[config.mk]
export PLATFORM = sky130hd
export DESIGN_NAME = multicycle_controller_flat
export DESIGN_NICKNAME = d
export VERILOG_FILES = /design/src/rtl/multicycle_controller_pkg.sv /design/src/rtl/multicycle_controller_if.sv /design/src/rtl/multicycle_controller_alu_decoder.sv /design/src/rtl/multicycle_controller.sv /design/src/flat_wrapper.sv
export SDC_FILE = /design/constraint.sdc
export NUM_CORES = 1
export LEC_CHECK = 0
export CORE_MARGIN = 2
export CORE_UTILIZATION = 42
export DETAILED_ROUTE_END_ITERATION = 8
export PLACE_DENSITY_LB_ADDON = 0.05
export REMOVE_ABC_BUFFERS = 1
export SETUP_SLACK_MARGIN = 0.3
export SKIP_LAST_GASP = 1
export SYNTH_ARGS = -nofsm -noshare
export SYNTH_HDL_FRONTEND = slang
export SYNTH_SLANG_ARGS = --single-unit
[constraint.sdc]
create_clock -name clk -period 3.1 [get_ports clk]
set_input_delay 0.62 -clock clk [delete_from_list [all_inputs] [get_ports clk]]
set_output_delay 0.62 -clock clk [all_outputs]
set_load 0.01 [all_outputs]
[src/rtl/multicycle_controller_pkg.sv]
// Shared encodings for the multicycle RV32I controller: FSM states, opcodes,
// datapath mux selects and ALU operation codes.
package riscv_ctrl_pkg;

  typedef enum logic [3:0] {
    S_FETCH    = 4'd0,
    S_DECODE   = 4'd1,
    S_MEMADR   = 4'd2,
    S_MEMREAD  = 4'd3,
    S_MEMWB    = 4'd4,
    S_MEMWRITE = 4'd5,
    S_EXECR    = 4'd6,
    S_EXECI    = 4'd7,
    S_AUIPC    = 4'd8,
    S_JAL      = 4'd9,
    S_JALR     = 4'd10,
    S_ALUWB    = 4'd11,
    S_BRANCH   = 4'd12
  } state_t;

  // Opcodes (Instr[6:0])
  localparam logic [6:0] OP_LOAD   = 7'b0000011;
  localparam logic [6:0] OP_STORE  = 7'b0100011;
  localparam logic [6:0] OP_R      = 7'b0110011;
  localparam logic [6:0] OP_I      = 7'b0010011;
  localparam logic [6:0] OP_LUI    = 7'b0110111;
  localparam logic [6:0] OP_AUIPC  = 7'b0010111;
  localparam logic [6:0] OP_JAL    = 7'b1101111;
  localparam logic [6:0] OP_JALR   = 7'b1100111;
  localparam logic [6:0] OP_BRANCH = 7'b1100011;

  // ALU source A select
  localparam logic [1:0] SRCA_PC    = 2'b00;
  localparam logic [1:0] SRCA_OLDPC = 2'b01;
  localparam logic [1:0] SRCA_A     = 2'b10;

  // ALU source B select
  localparam logic [1:0] SRCB_WD   = 2'b00;
  localparam logic [1:0] SRCB_IMM  = 2'b01;
  localparam logic [1:0] SRCB_FOUR = 2'b10;

  // Result mux select
  localparam logic [1:0] RES_ALUOUT    = 2'b00;
  localparam logic [1:0] RES_DATA      = 2'b01;
  localparam logic [1:0] RES_ALURESULT = 2'b10;

  // Immediate format select
  localparam logic [2:0] IMM_I = 3'b000;
  localparam logic [2:0] IMM_S = 3'b001;
  localparam logic [2:0] IMM_B = 3'b010;
  localparam logic [2:0] IMM_J = 3'b011;
  localparam logic [2:0] IMM_U = 3'b100;

  // ALU operation codes
  localparam logic [3:0] ALU_ADD  = 4'b0000;
  localparam logic [3:0] ALU_SUB  = 4'b0001;
  localparam logic [3:0] ALU_AND  = 4'b0010;
  localparam logic [3:0] ALU_OR   = 4'b0011;
  localparam logic [3:0] ALU_XOR  = 4'b0100;
  localparam logic [3:0] ALU_SLT  = 4'b0101;
  localparam logic [3:0] ALU_SLTU = 4'b0110;
  localparam logic [3:0] ALU_SLL  = 4'b0111;
  localparam logic [3:0] ALU_SRL  = 4'b1000;
  localparam logic [3:0] ALU_SRA  = 4'b1001;

endpackage

[src/rtl/multicycle_controller_if.sv]
// Controller <-> datapath bundle: instruction fields and flags flow in,
// mux selects / strobes / ALU control flow out.
interface multicycle_controller_if;

  logic [6:0] op;
  logic [2:0] funct3;
  logic       funct7b5;
  logic [3:0] Flags;

  logic [2:0] ImmSrc;
  logic [1:0] ALUSrcA;
  logic [1:0] ALUSrcB;
  logic [1:0] ResultSrc;
  logic       AdrSrc;
  logic       IRWrite;
  logic       PCWrite;
  logic       RegWrite;
  logic       MemWrite;
  logic [3:0] alucontrol;
  logic       LoadType;
  logic       StoreType;
  logic       PCTargetSrc;
  logic       illegal_instr;
  logic       instr_retire;

  // Controller side
  modport master (
    input  op, funct3, funct7b5, Flags,
    output ImmSrc, ALUSrcA, ALUSrcB, ResultSrc, AdrSrc, IRWrite, PCWrite,
           RegWrite, MemWrite, alucontrol, LoadType, StoreType, PCTargetSrc,
           illegal_instr, instr_retire
  );

  // Datapath side
  modport slave (
    output op, funct3, funct7b5, Flags,
    input  ImmSrc, ALUSrcA, ALUSrcB, ResultSrc, AdrSrc, IRWrite, PCWrite,
           RegWrite, MemWrite, alucontrol, LoadType, StoreType, PCTargetSrc,
           illegal_instr, instr_retire
  );

endinterface

[src/rtl/multicycle_controller_alu_decoder.sv]
// ALU operation decoder. Non-ALU instructions (including lui, whose funct3
// field is immediate bits) always get ADD.
module alu_decoder
  import riscv_ctrl_pkg::*;
(
  input  logic       op5,
  input  logic [2:0] funct3,
  input  logic       funct7b5,
  input  logic       is_alu_op,
  output logic [3:0] alucontrol
);

  // funct3 picks the operation; funct7b5 only matters for R-type add/sub and shifts right
  always_comb begin
    alucontrol = ALU_ADD;
    if (is_alu_op) begin
      case (funct3)
        3'b000:  alucontrol = (op5 && funct7b5) ? ALU_SUB : ALU_ADD;
        3'b001:  alucontrol = ALU_SLL;
        3'b010:  alucontrol = ALU_SLT;
        3'b011:  alucontrol = ALU_SLTU;
        3'b100:  alucontrol = ALU_XOR;
        3'b101:  alucontrol = funct7b5 ? ALU_SRA : ALU_SRL;
        3'b110:  alucontrol = ALU_OR;
        default: alucontrol = ALU_AND;
      endcase
    end
  end

endmodule

[src/rtl/multicycle_controller.sv]
// Multicycle RV32I control FSM. Moore-style step controls per state; the
// branch PCWrite and the ALU operation in the execute states are decoded
// combinationally from the live instruction fields.
module multicycle_controller
  import riscv_ctrl_pkg::*;
#(
  parameter int STATE_W = 4
) (
  input  logic                 clk,
  input  logic                 rst,
  multicycle_controller_if.master bus,
  output logic [STATE_W-1:0]   state_dbg
);

  state_t     state_q;
  state_t     state_d;
  state_t     cur_s;
  logic       is_alu_op;
  logic [3:0] alu_dec;
  logic       op_known;

  // Branch condition from {N,Z,C,V}; C=1 means no borrow
  function automatic logic branch_taken(input logic [2:0] f3, input logic [3:0] fl);
    logic n, z, c, v;
    n = fl[3];
    z = fl[2];
    c = fl[1];
    v = fl[0];
    case (f3)
      3'b000:  branch_taken = z;
      3'b001:  branch_taken = !z;
      3'b100:  branch_taken = n ^ v;
      3'b101:  branch_taken = !(n ^ v);
      3'b110:  branch_taken = !c;
      3'b111:  branch_taken = c;
      default: branch_taken = 1'b0;
    endcase
  endfunction

  // Immediate format from opcode
  function automatic logic [2:0] imm_src_of(input logic [6:0] op);
    case (op)
      OP_STORE:          imm_src_of = IMM_S;
      OP_BRANCH:         imm_src_of = IMM_B;
      OP_JAL:            imm_src_of = IMM_J;
      OP_LUI, OP_AUIPC:  imm_src_of = IMM_U;
      default:           imm_src_of = IMM_I;
    endcase
  endfunction

  assign is_alu_op = (bus.op == OP_R) || (bus.op == OP_I);

  alu_decoder u_alu_decoder (
    .op5        (bus.op[5]),
    .funct3     (bus.funct3),
    .funct7b5   (bus.funct7b5),
    .is_alu_op  (is_alu_op),
    .alucontrol (alu_dec)
  );

  // State register
  always_ff @(posedge clk) begin
    if (rst) state_q <= S_FETCH;
    else     state_q <= state_d;
  end

  // Next-state logic and DECODE opcode classification
  always_comb begin
    state_d  = state_q;
    op_known = 1'b1;
    case (state_q)
      S_FETCH:  state_d = S_DECODE;
      S_DECODE: begin
        case (bus.op)
          OP_LOAD, OP_STORE: state_d = S_MEMADR;
          OP_R:              state_d = S_EXECR;
          OP_I, OP_LUI:      state_d = S_EXECI;
          OP_AUIPC:          state_d = S_AUIPC;
          OP_JAL:            state_d = S_JAL;
          OP_JALR:           state_d = S_JALR;
          OP_BRANCH:         state_d = S_BRANCH;
          default: begin
            state_d  = S_FETCH;
            op_known = 1'b0;
          end
        endcase
      end
      S_MEMADR:   state_d = bus.op[5] ? S_MEMWRITE : S_MEMREAD;
      S_MEMREAD:  state_d = S_MEMWB;
      S_MEMWB:    state_d = S_FETCH;
      S_MEMWRITE: state_d = S_FETCH;
      S_EXECR:    state_d = S_ALUWB;
      S_EXECI:    state_d = S_ALUWB;
      S_AUIPC:    state_d = S_ALUWB;
      S_JALR:     state_d = S_JAL;
      S_JAL:      state_d = S_ALUWB;
      S_ALUWB:    state_d = S_FETCH;
      S_BRANCH:   state_d = S_FETCH;
      default:    state_d = S_FETCH;
    endcase
  end

  // While rst is high the outputs show FETCH encodings with strobes held low
  assign cur_s = rst ? S_FETCH : state_q;

  // Per-state datapath controls, then reset gating of every strobe and pulse
  always_comb begin
    bus.ImmSrc        = imm_src_of(bus.op);
    bus.ALUSrcA       = SRCA_PC;
    bus.ALUSrcB       = SRCB_WD;
    bus.ResultSrc     = RES_ALUOUT;
    bus.AdrSrc        = 1'b0;
    bus.IRWrite       = 1'b0;
    bus.PCWrite       = 1'b0;
    bus.RegWrite      = 1'b0;
    bus.MemWrite      = 1'b0;
    bus.alucontrol    = ALU_ADD;
    bus.LoadType      = 1'b0;
    bus.StoreType     = 1'b0;
    bus.PCTargetSrc   = 1'b0;
    bus.illegal_instr = 1'b0;
    bus.instr_retire  = 1'b0;
    case (cur_s)
      S_FETCH: begin
        bus.IRWrite   = 1'b1;
        bus.ALUSrcB   = SRCB_FOUR;
        bus.ResultSrc = RES_ALURESULT;
        bus.PCWrite   = 1'b1;
      end
      S_DECODE: begin
        bus.ALUSrcA       = SRCA_OLDPC;
        bus.ALUSrcB       = SRCB_IMM;
        bus.illegal_instr = !op_known;
      end
      S_MEMADR: begin
        bus.ALUSrcA = SRCA_A;
        bus.ALUSrcB = SRCB_IMM;
      end
      S_MEMREAD: begin
        bus.AdrSrc   = 1'b1;
        bus.LoadType = !bus.funct3[1];
      end
      S_MEMWB: begin
        bus.ResultSrc = RES_DATA;
        bus.RegWrite  = 1'b1;
        bus.LoadType  = !bus.funct3[1];
      end
      S_MEMWRITE: begin
        bus.AdrSrc    = 1'b1;
        bus.MemWrite  = 1'b1;
        bus.StoreType = (bus.funct3 == 3'b000);
      end
      S_EXECR: begin
        bus.ALUSrcA    = SRCA_A;
        bus.ALUSrcB    = SRCB_WD;
        bus.alucontrol = alu_dec;
      end
      S_EXECI: begin
        bus.ALUSrcA    = SRCA_A;
        bus.ALUSrcB    = SRCB_IMM;
        bus.alucontrol = alu_dec;
      end
      S_AUIPC: begin
        bus.ALUSrcA = SRCA_OLDPC;
        bus.ALUSrcB = SRCB_IMM;
      end
      S_JALR: begin
        bus.ALUSrcA = SRCA_A;
        bus.ALUSrcB = SRCB_IMM;
      end
      S_JAL: begin
        bus.ALUSrcA = SRCA_OLDPC;
        bus.ALUSrcB = SRCB_FOUR;
        bus.PCWrite = 1'b1;
      end
      S_ALUWB: begin
        bus.RegWrite = 1'b1;
      end
      S_BRANCH: begin
        bus.ALUSrcA    = SRCA_A;
        bus.ALUSrcB    = SRCB_WD;
        bus.alucontrol = ALU_SUB;
        bus.PCWrite    = branch_taken(bus.funct3, bus.Flags);
      end
      default: ;
    endcase
    bus.instr_retire = (state_q != S_FETCH) && (state_d == S_FETCH);
    if (rst) begin
      bus.IRWrite       = 1'b0;
      bus.PCWrite       = 1'b0;
      bus.RegWrite      = 1'b0;
      bus.MemWrite      = 1'b0;
      bus.illegal_instr = 1'b0;
      bus.instr_retire  = 1'b0;
    end
  end

  assign state_dbg = STATE_W'(state_q);

endmodule
[src/flat_wrapper.sv]
// flat-port wrapper written by rule: the top's interface ports become plain ports
module multicycle_controller_flat import riscv_ctrl_pkg::*;
#(
  parameter int STATE_W = 4
)
  (clk, rst, state_dbg, bus_op, bus_funct3, bus_funct7b5, bus_Flags, bus_ImmSrc, bus_ALUSrcA, bus_ALUSrcB, bus_ResultSrc, bus_AdrSrc, bus_IRWrite, bus_PCWrite, bus_RegWrite, bus_MemWrite, bus_alucontrol, bus_LoadType, bus_StoreType, bus_PCTargetSrc, bus_illegal_instr, bus_instr_retire);
  multicycle_controller_if bus_i ();
  input  logic clk;
  input  logic rst;
  output logic [STATE_W-1:0] state_dbg;
  input wire logic [$bits(bus_i.op)-1:0] bus_op;
  input wire logic [$bits(bus_i.funct3)-1:0] bus_funct3;
  input wire logic [$bits(bus_i.funct7b5)-1:0] bus_funct7b5;
  input wire logic [$bits(bus_i.Flags)-1:0] bus_Flags;
  output wire logic [$bits(bus_i.ImmSrc)-1:0] bus_ImmSrc;
  output wire logic [$bits(bus_i.ALUSrcA)-1:0] bus_ALUSrcA;
  output wire logic [$bits(bus_i.ALUSrcB)-1:0] bus_ALUSrcB;
  output wire logic [$bits(bus_i.ResultSrc)-1:0] bus_ResultSrc;
  output wire logic [$bits(bus_i.AdrSrc)-1:0] bus_AdrSrc;
  output wire logic [$bits(bus_i.IRWrite)-1:0] bus_IRWrite;
  output wire logic [$bits(bus_i.PCWrite)-1:0] bus_PCWrite;
  output wire logic [$bits(bus_i.RegWrite)-1:0] bus_RegWrite;
  output wire logic [$bits(bus_i.MemWrite)-1:0] bus_MemWrite;
  output wire logic [$bits(bus_i.alucontrol)-1:0] bus_alucontrol;
  output wire logic [$bits(bus_i.LoadType)-1:0] bus_LoadType;
  output wire logic [$bits(bus_i.StoreType)-1:0] bus_StoreType;
  output wire logic [$bits(bus_i.PCTargetSrc)-1:0] bus_PCTargetSrc;
  output wire logic [$bits(bus_i.illegal_instr)-1:0] bus_illegal_instr;
  output wire logic [$bits(bus_i.instr_retire)-1:0] bus_instr_retire;
  assign bus_i.op = bus_op;
  assign bus_i.funct3 = bus_funct3;
  assign bus_i.funct7b5 = bus_funct7b5;
  assign bus_i.Flags = bus_Flags;
  assign bus_ImmSrc = bus_i.ImmSrc;
  assign bus_ALUSrcA = bus_i.ALUSrcA;
  assign bus_ALUSrcB = bus_i.ALUSrcB;
  assign bus_ResultSrc = bus_i.ResultSrc;
  assign bus_AdrSrc = bus_i.AdrSrc;
  assign bus_IRWrite = bus_i.IRWrite;
  assign bus_PCWrite = bus_i.PCWrite;
  assign bus_RegWrite = bus_i.RegWrite;
  assign bus_MemWrite = bus_i.MemWrite;
  assign bus_alucontrol = bus_i.alucontrol;
  assign bus_LoadType = bus_i.LoadType;
  assign bus_StoreType = bus_i.StoreType;
  assign bus_PCTargetSrc = bus_i.PCTargetSrc;
  assign bus_illegal_instr = bus_i.illegal_instr;
  assign bus_instr_retire = bus_i.instr_retire;
  multicycle_controller #(.STATE_W(STATE_W)) u_core (.clk(clk), .rst(rst), .bus(bus_i), .state_dbg(state_dbg));
endmodule
### Word level (Yosys, flattened, before mapping)

Index checks and enable logic that the tools add are counted.

| operators by class | value |
|---|---|
| equality and inequality tests | 36 |
| mux-type cells | 30 |
| reduce and logical (&&, ||, !) cells | 26 |
| bitwise gates (word level) | 1 |

Operators with widths:

| cell | number |
|---|---|
| 4-bit one-hot mux with 7 select lines | 2 |
| 4-bit equality test, second input constant | 8 |
| 4-bit by 3-bit equality test with 1-bit output, second input constant | 6 |
| 4-bit one-hot mux with 6 select lines | 1 |
| 7-bit by 6-bit equality test with 1-bit output, second input constant | 3 |
| 7-bit equality test, second input constant | 3 |
| 1-bit two-way mux | 17 |
| 4-bit by 2-bit equality test with 1-bit output, second input constant | 4 |
| 2-bit OR reduction | 8 |
| 7-bit by 5-bit equality test with 1-bit output, second input constant | 2 |
| 3-bit equality test, second input constant | 4 |
| 4-bit logical NOT | 3 |
| 2-bit one-hot mux with 2 select lines | 3 |
| 3-bit one-hot mux with 4 select lines | 1 |
| 5-bit OR reduction | 2 |
| 9-bit OR reduction | 1 |
| 4-bit by 1-bit equality test with 1-bit output, second input constant | 2 |
| 4-bit two-way mux | 2 |
| 4-bit one-hot mux with 2 select lines | 1 |
| 7-bit by 2-bit equality test with 1-bit output, second input constant | 1 |
| 3-bit by 2-bit equality test with 1-bit output, second input constant | 2 |
| 1-bit one-hot mux with 6 select lines | 1 |
| 1-bit logical NOT | 5 |
| 4-bit nonzero test | 1 |
| 9 further kinds | 10 |

| word-level totals | value |
|---|---|
| register bits | 4 |
| input port bits | 17 |
| logic and storage cells | 94 |

### Logic depth before layout (Yosys ltp)

Gate-level depths: netlist (run 1).

| logic depth | value |
|---|---|
| depth in word-level cells | 7 |
| mapped depth | 5 |
| mapped depth without buffers | 4 |

### By module

A second synthesis (run 1) with hierarchy kept.

| second synthesis, totals | value |
|---|---|
| cells, all modules | 126 |
| area total of the unflattened synthesis | 867.1 um^2 |

By module, submodules not included:

| module | seq. area each (um^2) | area an instance (um^2) | cells an instance | times used |
|---|---|---|---|---|
| multicycle_controller | 80.1 | 794.5 | 115 | 1 |
| alu_decoder | 0.0 | 72.6 | 11 | 1 |

### Worst setup path after synthesis (run 1)

OpenSTA, ideal clock, no wires.

| timing | value |
|---|---|
| path kind | input to output |
| start | in bus_op[5] |
| end | out bus_instr_retire |
| path buffers | 1 |
| path slack | 0.757 ns |
| cell stages on the path | 5 |
| arrival time | 1.723 ns |
| path through | buf_2 and4b_1 o211ai_1 nand3_1 nor4_1 |

| on the way | value |
|---|---|
| word-level cells in the longest chain between the ends | 7 |

RTL lines:

| element | RTL line | source |
|---|---|---|
| start: declaration | flat_wrapper.sv:11 | `input wire logic [$bits(bus_i.op)-1:0] bus_op;` |
| 7-bit by 6-bit equality test with 1-bit output (tied with other cells) | multicycle_controller.sv:74 | `case (bus.op)` |
| 2-bit OR reduction | multicycle_controller.sv:74 |  |
| 4-bit one-hot mux with 7 select lines | multicycle_controller.sv:74 |  |
| 4-bit one-hot mux with 6 select lines (*) | multicycle_controller.sv:71 | `case (state_q)` |
| 4-bit logical NOT (*) | multicycle_controller.sv:187 | `bus.instr_retire = (state_q != S_FETCH) && (state_d == S_FETCH);` |
| 1-bit logical AND (*) | multicycle_controller.sv:187 |  |
| 1-bit two-way mux (*) | multicycle_controller.sv:188 | `if (rst) begin` |
| end: declaration | flat_wrapper.sv:29 | `output wire logic [$bits(bus_i.instr_retire)-1:0] bus_instr_retire;` |

Every way passes the cells marked *; elsewhere a longest branch is shown, timed or not.

### Worst setup path in the final report (run 1)

| timing | value |
|---|---|
| start | in bus_op[4] |
| end | out bus_instr_retire |

| on the way | value |
|---|---|
| word-level cells in the longest chain between the ends | 7 |

RTL lines:

| element | RTL line |
|---|---|
| 7-bit by 6-bit equality test with 1-bit output (tied with other cells) | multicycle_controller.sv:74 |
| 2-bit OR reduction | multicycle_controller.sv:74 |
| 4-bit one-hot mux with 7 select lines (*) | multicycle_controller.sv:74 |
| 4-bit one-hot mux with 6 select lines (*) | multicycle_controller.sv:71 |
| 4-bit logical NOT (*) | multicycle_controller.sv:187 |
| 1-bit logical AND (*) | multicycle_controller.sv:187 |
| 1-bit two-way mux (*) | multicycle_controller.sv:188 |

Marked as above.

==> results of run 1 <==
-- worst register-to-register path, stage by stage, from the launching register on --
cell,delay (ns)
dfxtp_1,0.45
nor4b_4,0.40
or4b_4,0.51
a31oi_1,0.18
-- per-stage QoR --
step	std cells	setup WS [ns]	power, mW	setup TNS (ns)	hold WS, ns
final	201	0.392	0.251	0	0.676
after global routing	201	0.317	0.266	0	0.742
after CTS	200	0.187	0.251	0	0.676
after detailed placement	195	-0.0913	0.184	-0.0913	0.667
after global placement	195	-0.0460	0.181	-0.0612	0.655
after floorplan	115	0.895	0.112	0	0.689
-- cell usage after synthesis (2+ instances only) --
cell	number	share of area, %
o21ai_0	3	1.9
xnor2_1	4	4.4
and3_1	3	2.3
inv_1	5	2.3
nor4_1	4	3.1
a21o_1	2	1.9
nand4b_1	2	2.2
a21oi_1	8	5.0
clkbuf_1	2	0.93
a31oi_1	4	3.1
nor2b_1	4	3.1
nand2_1	9	4.2
nand2b_1	3	2.3
nor2_1	23	11
buf_2	6	3.7
o22a_1	2	2.2
o211ai_1	3	2.8
o21ai_1	2	1.2
xor2_1	2	2.2
dfxtp_1	4	10
nor3_1	5	3.1
nand3_1	4	2.5
nand3b_1	2	1.9
buf_4	2	1.9
-- metal layers --
metal	vias to the layer above	global-route usage, %
li1	548	-
met1	496	31.8
met2	50	40.0
met3	5	4.91
met4	0	7.03
met5	-	0
-- power by group through the flow --
stage,Clock [mW],Sequential (mW),Combinational (mW)
2_1_floorplan,0,0.0604,0.0511
3_5_place_dp,0,0.0580,0.126
6_report,0.0666,0.0574,0.127
4_1_cts,0.0683,0.0572,0.125
3_3_place_gp,0,0.0580,0.123
5_1_grt,0.0702,0.0579,0.138
-- cell families (layout without fill, tap and decap cells) --
family	Yosys count	in the layout	synth area share, %
other	1	1	0.466
DFF	4	4	9.95
and+or+nand+nor	68	68	46.8
xor gates and xnor gates	7	7	9.33
buffers and inverters	15	66	8.86
muxes	1	1	1.24
AOI/OAI and AO/OA	29	29	23.3
-- path summary, 6_finish.rpt --
path | start | to | depth (start not counted)
worst min register to register | u_core.state_dbg[0]$_SDFF_PP0_ | u_core.state_dbg[0]$_SDFF_PP0_ | 3
worst min-delay path | u_core.state_dbg[0]$_SDFF_PP0_ | u_core.state_dbg[0]$_SDFF_PP0_ | 3
worst max-delay path | bus_op[4] | bus_instr_retire | 7
worst max register to register | u_core.state_dbg[1]$_SDFF_PP0_ | u_core.state_dbg[1]$_SDFF_PP0_ | 3
-- layout make-up --
class / count / area (um2)
Inverter: 5 / 18.8
Multi-Input combinational cell: 106 / 678
Sequential cell: 4 / 81.3
Timing Repair Buffer: 58 / 548
Tap cell: 25 / 31.3
Fill cell: 148 / 384
Clock buffer: 3 / 22.5
-- what timing repair did --
action	in CTS	in global routing
pin swaps	3	3
resized for setup	17	12
buffers inserted	2	1
setup endpoints to repair	12	9
==> flow_summary.toml, run 1 <==
[layout]
most-common-layout-cells = "22 x nor2_1, 21 x clkdlybuf4s50_1, 15 x buf_4"
final_area_mm2 = 0.00138
final_core_util_pct = 78.2
diodes = 0
area_growth_pct = 71.5
final_common_cell = "nor2_1"
drive_gt1_share_pct = 15.3
largest_reg_flops = 4
final_nets = 195

[global_routing]
antenna_found_initial = 0
grt_pass1_vias = 929
grt_max_degree = 15
overflow = 0
grt_usage_pct = 24.3
grt_pass1_wl_um = 3970

[power]
power.internal_uw = 166
powerDensity_mw_per_mm2 = 182
leakage_nw = 0.688
p_clk_share_pct = 26.5
p_sw_share_pct = 33.9
pwr-share-seq_pct = 22.8
combPwrFrac_pct = 50.7
switchingPower_uw = 85.2
ir_drop_mv = 0.294

[critical_path]
path_cells = "dlygate4sd2_1, buf_4, or3b_1, a21oi_1, o21a_1, nor4_1, dlygate4sd2_1"
crit_type = "input port to output port"
cp_top_family = "buffers and inverters"
slowest_stage = "or3b_1"
worstPathMaxFanout = 4
arrival_ns = 2.09
cpPeakStageDelay_ns = 0.36
r2r_setup_slack_ns = 1.49
cpMostUsedCell = "dlygate4sd2_1"
critical_path_required_ns = 2.48
critPathCaptureType = "output port"
cp-start-kind = "input port"
worst-path-buf-inv = 3

[timing]
worst-slew-pin-transition_ns = 0.579
hold_viol_final = 0
slew_headroom_pct = 61.3
slew_viol_final = 0
rsz0062_at_grt = "false"
min_period_ns = 2.71
fin_crit_sh_pct = 87.4
fmax_mhz = 369
fin_worst_skew_ns = 0.00922
setup_viol = 0

[drt]
wirelength_um = 2680
drc = 0
drt_iter0_drc = 28
m1WireLength_um = 1150
ant_nets = 0
vias = 1099
firstDrtPassIters = 4
wl_per_cell_um = 13.3
wl_met3_um = 185
top_layer_used = "met4"
met2_length_um = 1310
routed_via_density = 5.47

[clock_tree]
cts_hold_buf = 0
root_buffer = "clkbuf_4"
cts_tree = "done"
ctsLongestPathBuffers = 2
clock_sinks = 4
clk_latency_ns = 0.24
cts_buffers = 3
clk_pin_slew_ns = 0.04
htreeDepth = 1

[placement]
gp_congestion = 0.887
dpl-instance-area_mm2 = 0.00130
dp_hpwl_um = 2020
port_buffers = 42

[logic_synthesis]
syn_area_per_cell_um2 = 6.44
synth_cell_type_count = 41
synth-seq-cells = 4
synth_cells = 125
synth-edff-count = 0
async_reset_ff_share_pct = 0
yosysWarnings = 0
ys_seq_area_share_pct = 9.95
synth_ff_type = "dfxtp_1"
netlist_area_um2 = 805

[floorplan]
fp.dieW_um = 47.8
num_rows = 15
die_h_um = 47.8
core_mm2 = 0.00176
design.portCount = 44
start_util_pct = 45.6
dieArea_mm2 = 0.00228

[flow_run]
maxCapViolCount = 0

[min_path]
min_path_type = "flip-flop to flip-flop"

[status]
status = "finished, final reports clean"
Note: power is estimated with default switching activity, not from simulation.
==> run 2, diff against run 1 <==
--- a/config.mk
+++ b/config.mk
@@ -5,7 +5,7 @@
 export SDC_FILE = /design/constraint.sdc
 export NUM_CORES = 1
 export LEC_CHECK = 0
-export CORE_MARGIN = 2
+export CORE_MARGIN = 4
 export CORE_UTILIZATION = 42
 export DETAILED_ROUTE_END_ITERATION = 8
 export PLACE_DENSITY_LB_ADDON = 0.05
==> flow_summary.toml, run 2 (synthesis gave the netlist of run 1 again) <==
[floorplan]
die_h_um = 51.8
design.portCount = 44
core_mm2 = 0.00176
fp.dieW_um = 51.8
start_util_pct = 45.6
num_rows = 15
dieArea_mm2 = 0.00268

[drt]
vias = 1126
wl_per_cell_um = 13.7
ant_nets = 0
firstDrtPassIters = 4
wirelength_um = 2810
routed_via_density = 5.49
drt_iter0_drc = 38
drc = 0

[timing]
rsz0062_at_grt = "true"
setup_tns_ns = 0
setup_viol = 0
fin_worst_skew_ns = 0.00715
worst-slew-pin-transition_ns = 0.513
fin_crit_sh_pct = 89.8
min_period_ns = 2.78
hold_viol_final = 0
slew_viol_final = 0
fmax_mhz = 359
slew_headroom_pct = 65.8

[min_path]
whs_path_depth = 3
holdPathEnd = "u_core.state_dbg[0]$_SDFF_PP0_"
holdCritStartpoint = "u_core.state_dbg[2]$_SDFF_PP0_"
min_path_type = "flip-flop to flip-flop"

[clock_tree]
cts_hold_buf = 0
ctsLongestPathBuffers = 2
clock_sinks = 4
htreeDepth = 1
cts_tree = "done"
clk_latency_ns = 0.24
root_buffer = "clkbuf_4"
clk_pin_slew_ns = 0.04
cts_buffers = 3

[global_routing]
grt_use_met3_pct = 4.58
gr-usage-met1_pct = 26.6
grt_usage_pct = 22.1
grt_pass1_wl_um = 4620
grt.met2_usage_pct = 39.4
antenna_found_initial = 0
overflow = 0
grt_max_degree = 17
grt_pass1_vias = 1074
top_usage_layer = "met2"

[critical_path]
cpPeakStageDelay_ns = 0.47
cp_top_family = "buffers and inverters"
rr_startpoint = "u_core.state_dbg[1]$_SDFF_PP0_"
worstReg2RegEnd = "u_core.state_dbg[1]$_SDFF_PP0_"
crit_type = "input port to output port"
r2r_cells = 3
slowest_stage = "clkdlybuf4s50_1"
arrival_ns = 2.16
critPathCaptureType = "output port"
r2r_setup_slack_ns = 1.52
worstPathMaxFanout = 4
worst-path-buf-inv = 3
cp-start-kind = "input port"
path_cells = "clkdlybuf4s50_1, and3b_2, buf_4, o211ai_1, nand3_1, nor4_2, clkbuf_2"
critical_path_required_ns = 2.48

[placement]
gp_congestion = 0.877
port_buffers = 42
dp_cells = 196
dp_hpwl_um = 2160

[layout]
most-common-layout-cells = "28 x clkdlybuf4s50_1, 22 x nor2_1, 20 x buf_4"
diodes = 0
final_common_cell = "clkdlybuf4s50_1"
drive_gt1_share_pct = 18.3
largest_reg_flops = 4
instances_no_fill = 205
area_growth_pct = 70.9
fillers = 146
final_nets = 199

[status]
status = "finished, final reports clean"

[power]
total_power_uw = 251
ir_drop_mv = 0.336
leakage_nw = 0.608
powerDensity_mw_per_mm2 = 183

[flow_run]
maxCapViolCount = 0
## run 2: cell count changes in the layout (fill, tap and decap cells not counted), sizes merged
cell           previous run  this run
dlymetal6s2s              8         1
clkbuf                    3         5
clkdlybuf4s50            21        28
buf                      16        21
dlygate4sd2              13        10
## run 2: timing repair
item,in CTS,in global routing
setup buffers,5,1
resized for setup,17,11
setup endpoints to repair,15,9
pin swaps,1,2
## run 2: worst max path at each step
stage / slack, ns / cells past startpoint / from / endpoint
floorplan: 0.90 / 4 / u_core.state_dbg[0]$_SDFF_PP0_ / bus_instr_retire
global placement: -0.1 / 6 / bus_op[5] / bus_instr_retire
detailed placement: -0.12 / 6 / bus_op[5] / bus_instr_retire
CTS: 0.15 / 7 / bus_op[3] / bus_instr_retire
global route: 0.22 / 7 / bus_op[0] / bus_instr_retire
finish: 0.32 / 7 / bus_op[0] / bus_instr_retire
## run 2: stage by stage
| stage | cell area [um2] | utilization (%) | hold slack [ns] | worst slack [ns] |
|---|---|---|---|---|
| 6_report | 1380 | 77.9 | 0.698 | 0.317 |
| 5_1_grt | 1380 | 77.9 | 0.738 | 0.216 |
| 4_1_cts | 1370 | 77.5 | 0.712 | 0.150 |
| 3_5_place_dp | 1310 | 74.2 | 0.706 | -0.116 |
| 3_3_place_gp | 1310 | 74.2 | 0.699 | -0.0958 |
| 2_1_floorplan | 752 | - | 0.689 | 0.895 |
## run 2: worst reg2reg max path, stage by stage, from the launching register on
cell and delay [ns]:
dfxtp_1 0.44, nor4b_4 0.40, or4b_1 0.49, a31oi_1 0.18
## run 2: report_power, final
group	total (mW)	switching (mW)	internal (mW)	leakage, nW
sequential	0.0564	0.00301	0.0534	0.0331
combinational	0.129	0.0598	0.0696	0.561
clock	0.0651	0.0218	0.0433	0.0138
## run 2: cell type report
| cell class | instances | area, um2 | area share [%] |
|---|---|---|---|
| Multi-Input combinational cell | 106 | 676 | 49.1 |
| Timing Repair Buffer | 62 | 546 | 39.7 |
| Sequential cell | 4 | 81.3 | 5.91 |
| Tap cell | 25 | 31.3 | 2.27 |
| Clock buffer | 3 | 22.5 | 1.64 |
| Inverter | 5 | 18.8 | 1.36 |
## run 2: metal layers
metal | share of wire, % | up-vias
met5 | 0 | -
met4 | 0.39 | 0
met3 | 7.0 | 2
met2 | 52 | 50
met1 | 41 | 516
li1 | - | 558
